`config.mk`:
```
export PLATFORM = sky130hd
export DESIGN_NAME = weight_feeder
export DESIGN_NICKNAME = d
export VERILOG_FILES = /design/src/rtl/weight_feeder.sv
export SDC_FILE = /design/constraint.sdc
export NUM_CORES = 1
export LEC_CHECK = 0
export ABC_CLOCK_PERIOD_IN_PS = 4400
export BUFFER_PORTS_ARGS = -buffer_cell sky130_fd_sc_hd__buf_4
export CAP_MARGIN = 10
export CELL_PAD_IN_SITES_DETAIL_PLACEMENT = 1
export CELL_PAD_IN_SITES_GLOBAL_PLACEMENT = 1
export CORE_UTILIZATION = 31
export DETAILED_ROUTE_END_ITERATION = 8
export GPL_TIMING_DRIVEN = 0
export PLACE_DENSITY = 0.61
export SLEW_MARGIN = 0
export SYNTH_ARGS = -nofsm -noshare
export SYNTH_HDL_FRONTEND = slang
export SYNTH_SLANG_ARGS = --single-unit
```
`constraint.sdc`:
```
create_clock -name clk -period 4.4 [get_ports clk]
set_input_delay 0.44 -clock clk [delete_from_list [all_inputs] [get_ports clk]]
set_output_delay 0.44 -clock clk [all_outputs]
set_load 0.02 [all_outputs]
```
`src/rtl/weight_feeder.sv`:
```
// weight_feeder
//   Upstream end of the PE weight path. Collects three 48-bit kernel rows
//   per kernel from the weight buffer into a shadow bank. When a full
//   shadow kernel is ready and the active slot is free (idle, or being
//   retired by kernel_done), the shadow bank is copied into the active
//   bank. The active bank drives weight_out. A 3-phase rotation counter
//   (cal_state) steps on row_adv pulses for the downstream
//   weight_controller.
//
// Ports
//   clk          in   1     rising-edge clock
//   reset        in   1     synchronous, active-high
//   wr_valid     in   1     row beat present on wr_data
//   wr_ready     out  1     shadow bank can take a beat (combinational)
//   wr_data      in   48    one kernel row; beat n -> shadow slot n
//   row_adv      in   1     advance cal_state one phase
//   kernel_done  in   1     active kernel retired
//   weight_out   out  144   {A2,A1,A0}, A0 in the low 48 bits
//   cal_state    out  2     rotation phase 0..2
//   weight_valid out  1     weight_out/cal_state hold a live kernel
//   err_adv      out  1     sticky: row_adv seen with no live kernel
module weight_feeder #(
  parameter int DATA_W = 16,
  parameter int K      = 3
) (
  input  logic                  clk,
  input  logic                  reset,
  input  logic                  wr_valid,
  output logic                  wr_ready,
  input  logic [K*DATA_W-1:0]   wr_data,
  input  logic                  row_adv,
  input  logic                  kernel_done,
  output logic [K*K*DATA_W-1:0] weight_out,
  output logic [1:0]            cal_state,
  output logic                  weight_valid,
  output logic                  err_adv
);

  localparam int         ROW_W     = K * DATA_W;
  localparam logic [1:0] LAST_BEAT = 2'(K - 1);
  localparam logic [1:0] LAST_PH   = 2'(K - 1);

  logic [ROW_W-1:0] shadow0;
  logic [ROW_W-1:0] shadow1;
  logic [ROW_W-1:0] shadow2;
  logic             shadow_full;
  logic [1:0]       wcnt;

  logic accept;
  logic swap;

  // wr_ready is the only combinational output; it drops during reset so
  // no beat can be counted while the bank is being cleared.
  assign wr_ready = !reset && !shadow_full;
  assign accept   = wr_valid && wr_ready;

  // A full shadow bank moves in as soon as the active slot is free. When
  // kernel_done arrives with a full shadow, the new kernel replaces the
  // old one on the same edge, so weight_valid never drops.
  assign swap = shadow_full && (!weight_valid || kernel_done);

  // Shadow bank and beat counter
  always_ff @(posedge clk) begin
    if (reset) begin
      shadow0     <= '0;
      shadow1     <= '0;
      shadow2     <= '0;
      shadow_full <= 1'b0;
      wcnt        <= 2'd0;
    end else begin
      if (accept) begin
        case (wcnt)
          2'd0:    shadow0 <= wr_data;
          2'd1:    shadow1 <= wr_data;
          2'd2:    shadow2 <= wr_data;
          default: ;
        endcase
        if (wcnt == LAST_BEAT) begin
          wcnt        <= 2'd0;
          shadow_full <= 1'b1;
        end else begin
          wcnt <= wcnt + 2'd1;
        end
      end
      // accept and swap are mutually exclusive: accept needs !shadow_full.
      if (swap) begin
        shadow_full <= 1'b0;
      end
    end
  end

  // Active bank, validity and rotation phase
  always_ff @(posedge clk) begin
    if (reset) begin
      weight_out   <= '0;
      weight_valid <= 1'b0;
      cal_state    <= 2'd0;
    end else if (swap) begin
      weight_out   <= {shadow2, shadow1, shadow0};
      weight_valid <= 1'b1;
      cal_state    <= 2'd0;
    end else if (kernel_done && weight_valid) begin
      // Retire with nothing queued: keep the old words on the bus, just
      // mark them stale. kernel_done outranks a simultaneous row_adv.
      weight_valid <= 1'b0;
      cal_state    <= 2'd0;
    end else if (row_adv && weight_valid) begin
      cal_state <= (cal_state == LAST_PH) ? 2'd0 : cal_state + 2'd1;
    end
  end

  // Sticky misuse flag, cleared only by reset
  always_ff @(posedge clk) begin
    if (reset) begin
      err_adv <= 1'b0;
    end else if (row_adv && !weight_valid) begin
      err_adv <= 1'b1;
    end
  end

endmodule

```
==> results of run 1 <==
[final timing paths]
check        cells past startpoint                     endpoint  slack (ns)                        start
max                              5     shadow1[27]$_SDFFE_PP0P_        1.88         wcnt[0]$_SDFFE_PP0P_
min                              3         err_adv$_SDFFE_PP0P_        0.18                      row_adv
max reg2reg                      5     shadow1[27]$_SDFFE_PP0P_        1.88         wcnt[0]$_SDFFE_PP0P_
min reg2reg                      2  weight_out[26]$_SDFFE_PP0P_        0.48  weight_out[26]$_SDFFE_PP0P_
[per-layer routing]
metal / vias up / routed length [um]
met5: - / 0
met3: 77 / 2201
met4: 0 / 1135
li1: 5319 / -
met2: 290 / 21260
met1: 5520 / 20250
[area by class of cell]
class / instances / area [um2]
Tap cell: 455 / 569.3
Clock inverter: 5 / 28.78
Clock buffer: 56 / 1117
Sequential cell: 295 / 5906
Fill cell: 4227 / 20560
Inverter: 4 / 15.01
Multi-Input combinational cell: 892 / 4517
Buffer: 160 / 666.9
Timing Repair Buffer: 200 / 1501
[cell families after synthesis]
group	synth area share
compound gates	0.2628
simple gates	0.1413
flops	0.5318
buf+inv	0.06141
mux	0.002704
[where the power goes]
part	internal [W]	total, W	leakage (nW)	switching (W)
clock network	0.00174	0.00288	0.571	0.00115
logic	0.000103	0.000382	2.00	0.000279
registers	0.00271	0.00274	2.38	0.0000253
[stage by stage]
step | total power, W | setup slack [ns]
after global routing | 0.006201 | 1.880
final | 0.006002 | 1.884
after floorplan | 0.002983 | 2.630
after detailed placement | 0.003174 | 1.736
after global placement | 0.003169 | 1.648
after CTS | 0.006055 | 1.959
[sequential cells by signal, indices dropped and copies added, names as in the netlist]
signal / flops
weight_out: 144
shadow0: 48
shadow1: 48
shadow2: 48
cal_state: 2
wcnt: 2
err_adv: 1
shadow_full: 1
weight_valid: 1
[cell usage after synthesis (all sizes together)]
cell    count  share of area
inv         4         0.0014
buf        23          0.014
dfxtp     295           0.53
or4b        2         0.0021
a211oi      1        0.00068
mux2i       3         0.0027
nor4b       2         0.0029
nand4b      1        0.00079
nor2b       3         0.0017
nand2b      1        0.00056
a21oi     292           0.13
o21ai     288           0.13
o21bai      1        0.00068
nand3     288           0.13
nand2       2        0.00068
nor2        8         0.0027
clkbuf    137          0.047
[worst min-delay path, stage by stage]
cell                      delay (ns)
sky130_fd_sc_hd__buf_4          0.09
sky130_fd_sc_hd__a21oi_1        0.06
sky130_fd_sc_hd__nor2_1         0.07
==> reports/results.md, run 1 <==
| Stage | Item | This run |
| --- | --- | --- |
| critical path | Arrival time of data at the critical path endpoint | 2.94 ns |
| final layout | Net count, final | 1641 |
| final layout | Final antenna diode count | 0 |
| timing | Count of pins over their slew limit | 0 |
| power | Worst voltage drop across the vdd grid | 0.2599 mV |
| timing | Unrepaired setup endpoints after global routing | false |
| detailed routing | Number of vias after detailed routing | 11206 |
| critical path | Biggest fanout along the worst timing path | 10 |
| critical path | Number of buffer and inverter instances along the worst setup path | 2 |
| critical path | Cell with the largest stage delay on the worst path | sky130_fd_sc_hd__nor4b_1 |
| clock tree | Hold-fix buffers at CTS | 0 |
| clock tree | Post-cts resize count | 0 |
| global route | Number of antenna violations at the first check in global routing | 0 |
| clock tree | CTS tree | built |
| logic synthesis | Mean instance size in the synthesized netlist | 8.219 um2 |
| floorplanning | Effective utilization at floorplan | 0.3183 |
| critical path | Ordered cell list for the critical path | nor4b_1, buf_2, buf_4, nand3_1, a21oi_1 |
| final layout | Layout cells sized above 1 | 0.1718 |
| critical path | Delay-heaviest family, CP | simple AND/OR/NAND/NOR gates |
| global route | Most crowded layer after global routing | met2 |
| global route | Met1 track demand over resource in global routing | 0.3248 |
| timing | Relative slew margins | 0.1848 |
| final layout | Most common library cell in the layout ignoring fill and taps | sky130_fd_sc_hd__dfxtp_1 |
| clock tree | Reg clk slew, reported paths | 0.06 ns |
| critical path | Critical Path RT | 4.83 ns |
| detailed routing | Violation count after the first detailed-routing iteration | 725 |
| clock tree | Clock tree sinks | 295 |
| run status | Result of the run | completed |
| final layout | Growth of design area from synthesis to finish | 28.97% |
| global route | Number of global-route vias before repair | 11164 |
| detailed routing | DRT Pass-1 Iters | 7 |
| place | Placed cell count | 2006 |
| timing | Final clock skew | 0.01268 ns |
| timing | Number of hold-slack violations in the final timing report | 0 |
| timing | Total negative slack for setup checks | 0 ns |
| final layout | Non-Filler Instances | 2067 |
| clock tree | Insertion delay of the later-clocked pin in the worst-skew pair | 0.52 ns |
| timing | Final setup vio count | 0 |
| timing | Highest attainable clock frequency | 397.5 MHz |
| clock tree | Max clock buf depth | 3 |
| worst hold path | Worst Hold Class | in -> reg |
| logic synthesis | Number of nets produced by synthesis | 1404 |
| global route | Wire length of the first global-routing pass | 66920 um |
| global route | Met3 track utilization from global routing | 0.03268 |
| clock tree | Buffers inserted by post-CTS timing repair | 0 |
| place | Standard cell area after detailed placement | 13180 um2 |
| place | Count of input and output buffers | 200 |
| place | Final HPWL from detailed placement | 32140 um |
| power | Leakage component of the power | 4.951 nW |
| global route | Global-route total usage across every layer | 0.2419 |
| logic synthesis | Combined area of all synthesized cells | 11100 um2 |
| clock tree | CTS H-tree lvls | 2 |
| detailed routing | Antenna Nets Post-Route | 0 |
| floorplanning | Total die area | 36580 um2 |
| detailed routing | # DRC | 0 |
| final layout | Final cell utilization of the core | 0.4105 |
| floorplanning | Horizontal die dimension | 191.3 um |
| logic synthesis | Synthesis Warnings | 0 |
| run | Max-cap violations | 0 |
| critical path | CP peak stage delay | 1.00 ns |
| detailed routing | Total length of routed wires | 44850 um |
| logic synthesis | Mapped Cells | 1351 |
| critical path | Critical path endpoint category | flip-flop |
| logic synthesis | Number of distinct standard cells referenced by the synthesized netlist | 25 |
| timing | Post-route fraction of the period consumed by the critical path | 0.5718 |
| critical path | Critical setup path kind | reg -> reg |
| detailed routing | Routed wirelength normalized by instance count | 21.70 um |
| global route | GRT Residual Overflow | 0 |
| logic synthesis | Sequential element share of the synthesized area | 0.5318 |
| power | Pwr dens | 419.1 nW/um2 |
| global route | GR Util met2 | 0.4016 |
| floorplanning | Vert. Die Dim | 191.3 um |
| floorplanning | # rows | 68 |
| floorplanning | Number of I/O pins | 202 |
| floorplanning | Floorplan Core Area | 34880 um2 |
| timing | Worst-margin pin slew | 1.206 ns |
| timing | Final critical-path required period | 2.516 ns |
| final layout | Final std cell area, no fill | 14320 um2 |
| final layout | Leading cell types in the layout, fill and taps excluded | 295 x sky130_fd_sc_hd__dfxtp_1, 292 x sky130_fd_sc_hd__a21oi_1, 288 x sky130_fd_sc_hd__nand3_1, 246 x sky130_fd_sc_hd__o21ai_0, 202 x sky130_fd_sc_hd__buf_4 |
| logic synthesis | Seq cells post-synth | 295 |
| clock tree | Cts bufs inserted | 35 |
| detailed routing | Via/cell ratio | 5.421 |
| global route | Maximum number of pins on one net before global-route repair | 13 |
| place | Routability congestion estimate from global placement | 0.7998 |
| critical path | Startpoint type of the worst setup path | flip-flop |
| timing | Hold Worst Slack | 0.1849 ns |
| clock tree | CTS Root Cell | sky130_fd_sc_hd__clkbuf_16 |
Note: power is estimated with default switching activity, not from simulation.
==> run 2: changes to the inputs <==
--- a/config.mk
+++ b/config.mk
@@ -5,7 +5,7 @@
 export SDC_FILE = /design/constraint.sdc
 export NUM_CORES = 1
 export LEC_CHECK = 0
-export ABC_CLOCK_PERIOD_IN_PS = 4400
+export ABC_CLOCK_PERIOD_IN_PS = 2100
 export BUFFER_PORTS_ARGS = -buffer_cell sky130_fd_sc_hd__buf_4
 export CAP_MARGIN = 10
 export CELL_PAD_IN_SITES_DETAIL_PLACEMENT = 1
@@ -13,7 +13,7 @@
 export CORE_UTILIZATION = 31
 export DETAILED_ROUTE_END_ITERATION = 8
 export GPL_TIMING_DRIVEN = 0
-export PLACE_DENSITY = 0.61
+export PLACE_DENSITY = 0.63
 export SLEW_MARGIN = 0
 export SYNTH_ARGS = -nofsm -noshare
 export SYNTH_HDL_FRONTEND = slang
==> constraint.sdc (replaced) <==
create_clock -name clk -period 2.1 [get_ports clk]
set_input_delay 0.21 -clock clk [delete_from_list [all_inputs] [get_ports clk]]
set_output_delay 0.21 -clock clk [all_outputs]
set_load 0.02 [all_outputs]
==> run 2 against run 1 <==
Clock skew rose by 0.0057 ns. Largest power group unchanged. Largest cell class unchanged. Global-route usage fell by 0.37 points. Total power rose by 110%. Clock power rose by 110%. Hold slack got worse by 0.17 ns. Count of clock-buffer cells in the layout fell by 2. Core utilization rose by 1.0 points. Critical path type unchanged. Combinational power rose by 120%.
==> reports/results.md, run 2 (synthesized netlist as in run 1, its figures left out) <==
| Stage | Item | This run | Change |
| --- | --- | --- | --- |
| floorplanning | # rows | 68 | unchanged |
| timing | Worst-margin pin slew | 0.7919 ns | -0.4138 ns |
| place | Placed cell count | 2006 | unchanged |
| power | Pwr dens | 861.7 nW/um2 | +110% |
| floorplanning | Horizontal die dimension | 191.3 um | unchanged |
| critical path | Critical setup path kind | reg -> reg |  |
| power | Worst voltage drop across the vdd grid | 0.5320 mV | +100% |
| critical path | Cell with the largest stage delay on the worst path | sky130_fd_sc_hd__or4b_4 |  |
| power | Share of total power in combinational logic | 0.067 | +0.003 |
| timing | Relative slew margins | 0.4721 | +0.2872 |
| clock tree | Reg clk slew, reported paths | 0.06 ns | about the same |
| final layout | Flip-flop count of the largest register, all copies and words added | 144 | unchanged |
| critical path | Most numerous cell on the critical path | sky130_fd_sc_hd__clkbuf_2 |  |
| timing | Post-route fraction of the period consumed by the critical path | 0.9478 | +0.3760 |
| critical path | CP peak stage delay | 0.56 ns | -0.44 ns |
| place | Routability congestion estimate from global placement | 0.8180 | +2.3% |
| detailed routing | Antenna Nets Post-Route | 0 | unchanged |
| power | Clock power frac | 0.479 | about the same |
| critical path | Critical path endpoint category | flip-flop |  |
| global route | GRT Residual Overflow | 0 | unchanged |
| power | Part of the power in registers | 0.454 | -0.002 |
| global route | Wire length of the first global-routing pass | 66930 um | about the same |
| final layout | Most common library cell in the layout ignoring fill and taps | sky130_fd_sc_hd__dfxtp_1 |  |
| critical path | Ordered cell list for the critical path | or4b_4, clkbuf_2, clkbuf_2, o21ai_0, a21oi_1 |  |
| power | Switching power total | 0.003038 W | +110% |
| timing | Final clock skew | 0.01837 ns | +0.005690 ns |
| clock tree | Max clock buf depth | 3 | unchanged |
| global route | Number of antenna violations at the first check in global routing | 0 | unchanged |
| critical path | Number of buffer and inverter instances along the worst setup path | 2 | unchanged |
| critical path | Startpoint type of the worst setup path | flip-flop |  |
| global route | Global-route total usage across every layer | 0.2382 | -0.003740 |
| clock tree | Insertion delay of the later-clocked pin in the worst-skew pair | 0.51 ns | about the same |
| final layout | Layout fillers | 4199 | -0.66% |
| run status | Result of the run | completed |  |
| floorplanning | Number of I/O pins | 202 | unchanged |
| power | Leakage component of the power | 5.128 nW | +3.6% |
| detailed routing | Via/cell ratio | 5.389 | -0.61% |
| detailed routing | Routed wirelength normalized by instance count | 21.01 um | -3.2% |
| run | Max-cap violations | 0 | unchanged |
| final layout | Area taken by flip-flops and latches | 5906 um2 | unchanged |
| final layout | Final cell utilization of the core | 0.4206 | +0.01008 |
| clock tree | CTS tree | built |  |
| critical path | Critical Path RT | 2.47 ns | -2.36 ns |
| clock tree | CTS Root Cell | sky130_fd_sc_hd__clkbuf_16 |  |
| timing | Final setup vio count | 0 | unchanged |
| floorplanning | Effective utilization at floorplan | 0.3183 | unchanged |
| global route | Maximum number of pins on one net before global-route repair | 20 | +7 |
| power | Fraction of power spent switching nets | 0.2403 | -0.001351 |
| place | Count of input and output buffers | 200 | unchanged |
| final layout | Leading cell types in the layout, fill and taps excluded | 295 x sky130_fd_sc_hd__dfxtp_1, 292 x sky130_fd_sc_hd__a21oi_1, 288 x sky130_fd_sc_hd__nand3_1, 245 x sky130_fd_sc_hd__o21ai_0, 206 x sky130_fd_sc_hd__buf_4 |  |
| timing | Number of hold-slack violations in the final timing report | 0 | unchanged |
| final layout | Growth of design area from synthesis to finish | 32.14% |  |
| clock tree | Cts bufs inserted | 35 | unchanged |
| floorplanning | Vert. Die Dim | 191.3 um | unchanged |
| global route | Number of global-route vias before repair | 11358 | +1.7% |
| detailed routing | Total length of routed wires | 44120 um | -1.6% |
| timing | Count of pins over their slew limit | 0 | unchanged |
| timing | Highest attainable clock frequency | 502.4 MHz | +26% |
| final layout | Non-Filler Instances | 2100 | +1.6% |
| detailed routing | Violation count after the first detailed-routing iteration | 708 | -2.3% |
| final layout | Layout cells sized above 1 | 0.1769 | +0.005063 |
| final layout | Footprint of the multi-input gates | 4532 um2 | +0.33% |
| final layout | Net count, final | 1672 | +1.9% |
| place | Final HPWL from detailed placement | 31880 um | -0.81% |
| timing | Final setup margin | 0.1096 ns | -1.774 ns |
| critical path | Biggest fanout along the worst timing path | 10 | unchanged |
| worst hold path | Worst Hold Class | in -> reg |  |
| final layout | Final antenna diode count | 0 | unchanged |
| detailed routing | DRT Pass-1 Iters | 5 | -2 |
| critical path | Arrival time of data at the critical path endpoint | 2.36 ns | -0.58 ns |
| timing | Final critical-path required period | 1.990 ns | -0.5256 ns |
| detailed routing | # DRC | 0 | unchanged |
| clock tree | CTS H-tree lvls | 2 | unchanged |
| power | Internal power of the cells | 0.009605 W | +110% |
| place | Worst Setup Slack post-DPL | -0.3156 ns | -2.052 ns |
| timing | Hold Worst Slack | 0.01017 ns | -0.1748 ns |
| critical path | Delay-heaviest family, CP | simple AND/OR/NAND/NOR gates |  |
| floorplanning | Total die area | 36580 um2 | unchanged |
| clock tree | Clock tree sinks | 295 | unchanged |
| timing | Unrepaired setup endpoints after global routing | false |  |
| final layout | Largest Register | weight_out |  |
| floorplanning | Floorplan Core Area | 34880 um2 | unchanged |
| detailed routing | Number of vias after detailed routing | 11316 | +0.98% |
==> run 2: cell count changes in the layout (fill, tap and decap cells not counted) <==
cell / change
sky130_fd_sc_hd__clkbuf_2: +10
sky130_fd_sc_hd__bufinv_16: +1
sky130_fd_sc_hd__inv_6: -1
sky130_fd_sc_hd__clkbuf_1: -10
sky130_fd_sc_hd__clkinv_2: +3
sky130_fd_sc_hd__buf_4: +4
sky130_fd_sc_hd__clkinv_4: +1
sky130_fd_sc_hd__dlygate4sd3_1: +30
sky130_fd_sc_hd__clkbuf_8: -3
sky130_fd_sc_hd__o21ai_1: +1
sky130_fd_sc_hd__nor4b_4: +1
sky130_fd_sc_hd__o21ai_0: -1
sky130_fd_sc_hd__buf_2: -2
sky130_fd_sc_hd__nor4b_1: -1
==> run 2: repair_timing <==
item,CTS,global route
setup buffers,0,2
hold endpoints to repair,40,0
pin swaps,1,1
endpoints found under the setup margin,176,64
gates resized for setup,6,16
hold buffers,30,0
==> run 2: worst paths after layout <==
check / from / endpoint / slack [ns] / depth (start not counted)
hold reg to reg: weight_out[106]$_SDFFE_PP0P_ / weight_out[106]$_SDFFE_PP0P_ / 0.48 / 2
setup reg to reg: wcnt[0]$_SDFFE_PP0P_ / shadow1[33]$_SDFFE_PP0P_ / 0.11 / 5
setup / recovery: wcnt[0]$_SDFFE_PP0P_ / shadow1[33]$_SDFFE_PP0P_ / 0.11 / 5
hold / removal: wr_data[11] / shadow2[11]$_SDFFE_PP0P_ / 0.01 / 3
==> run 2: layer usage <==
metal | vias to the layer above | global-route usage | wire (um)
met5 | - | 0 | 0
met4 | 0 | 0.06654 | 1080
met3 | 76 | 0.03360 | 1886
met2 | 282 | 0.3992 | 20940
met1 | 5580 | 0.3173 | 20210
li1 | 5378 | - | -
==> run 2: stage by stage <==
| stage | area [um2] | setup TNS [ns] | total power (W) |
|---|---|---|---|
| 2_1_floorplan | 11100 | 0 | 0.006251 |
| 3_3_place_gp | 13180 | -24.78 | 0.006632 |
| 3_5_place_dp | 13180 | -29.89 | 0.006645 |
| 4_1_cts | 14640 | 0 | 0.01272 |
| 5_1_grt | 14670 | 0 | 0.01304 |
| 6_report | 14670 | 0 | 0.01264 |
==> run 2: power by group through the flow <==
stage | Clock, W | Combinational [W] | Sequential (W)
6_report | 0.00606 | 0.000846 | 0.00574
5_1_grt | 0.00639 | 0.000909 | 0.00574
4_1_cts | 0.00615 | 0.000835 | 0.00573
3_5_place_dp | 0 | 0.000787 | 0.00586
3_3_place_gp | 0 | 0.000776 | 0.00586
2_1_floorplan | 0 | 0.000406 | 0.00584
==> run 2: final cells by class <==
cell class / instances / area share
sequential: 295 / 0.4025
multi-input combinational: 892 / 0.3089
tap: 455 / 0.03880
timing repair buffer: 232 / 0.1238
buffer: 159 / 0.04639
clock inverter: 9 / 0.005031
inverter: 4 / 0.001023
clock buffer: 54 / 0.07359
==> run 2: tightest hold or removal path: stages <==
cell and delay, ns:
sky130_fd_sc_hd__buf_4 0.13, sky130_fd_sc_hd__nand3_1 0.06, sky130_fd_sc_hd__a21oi_1 0.05
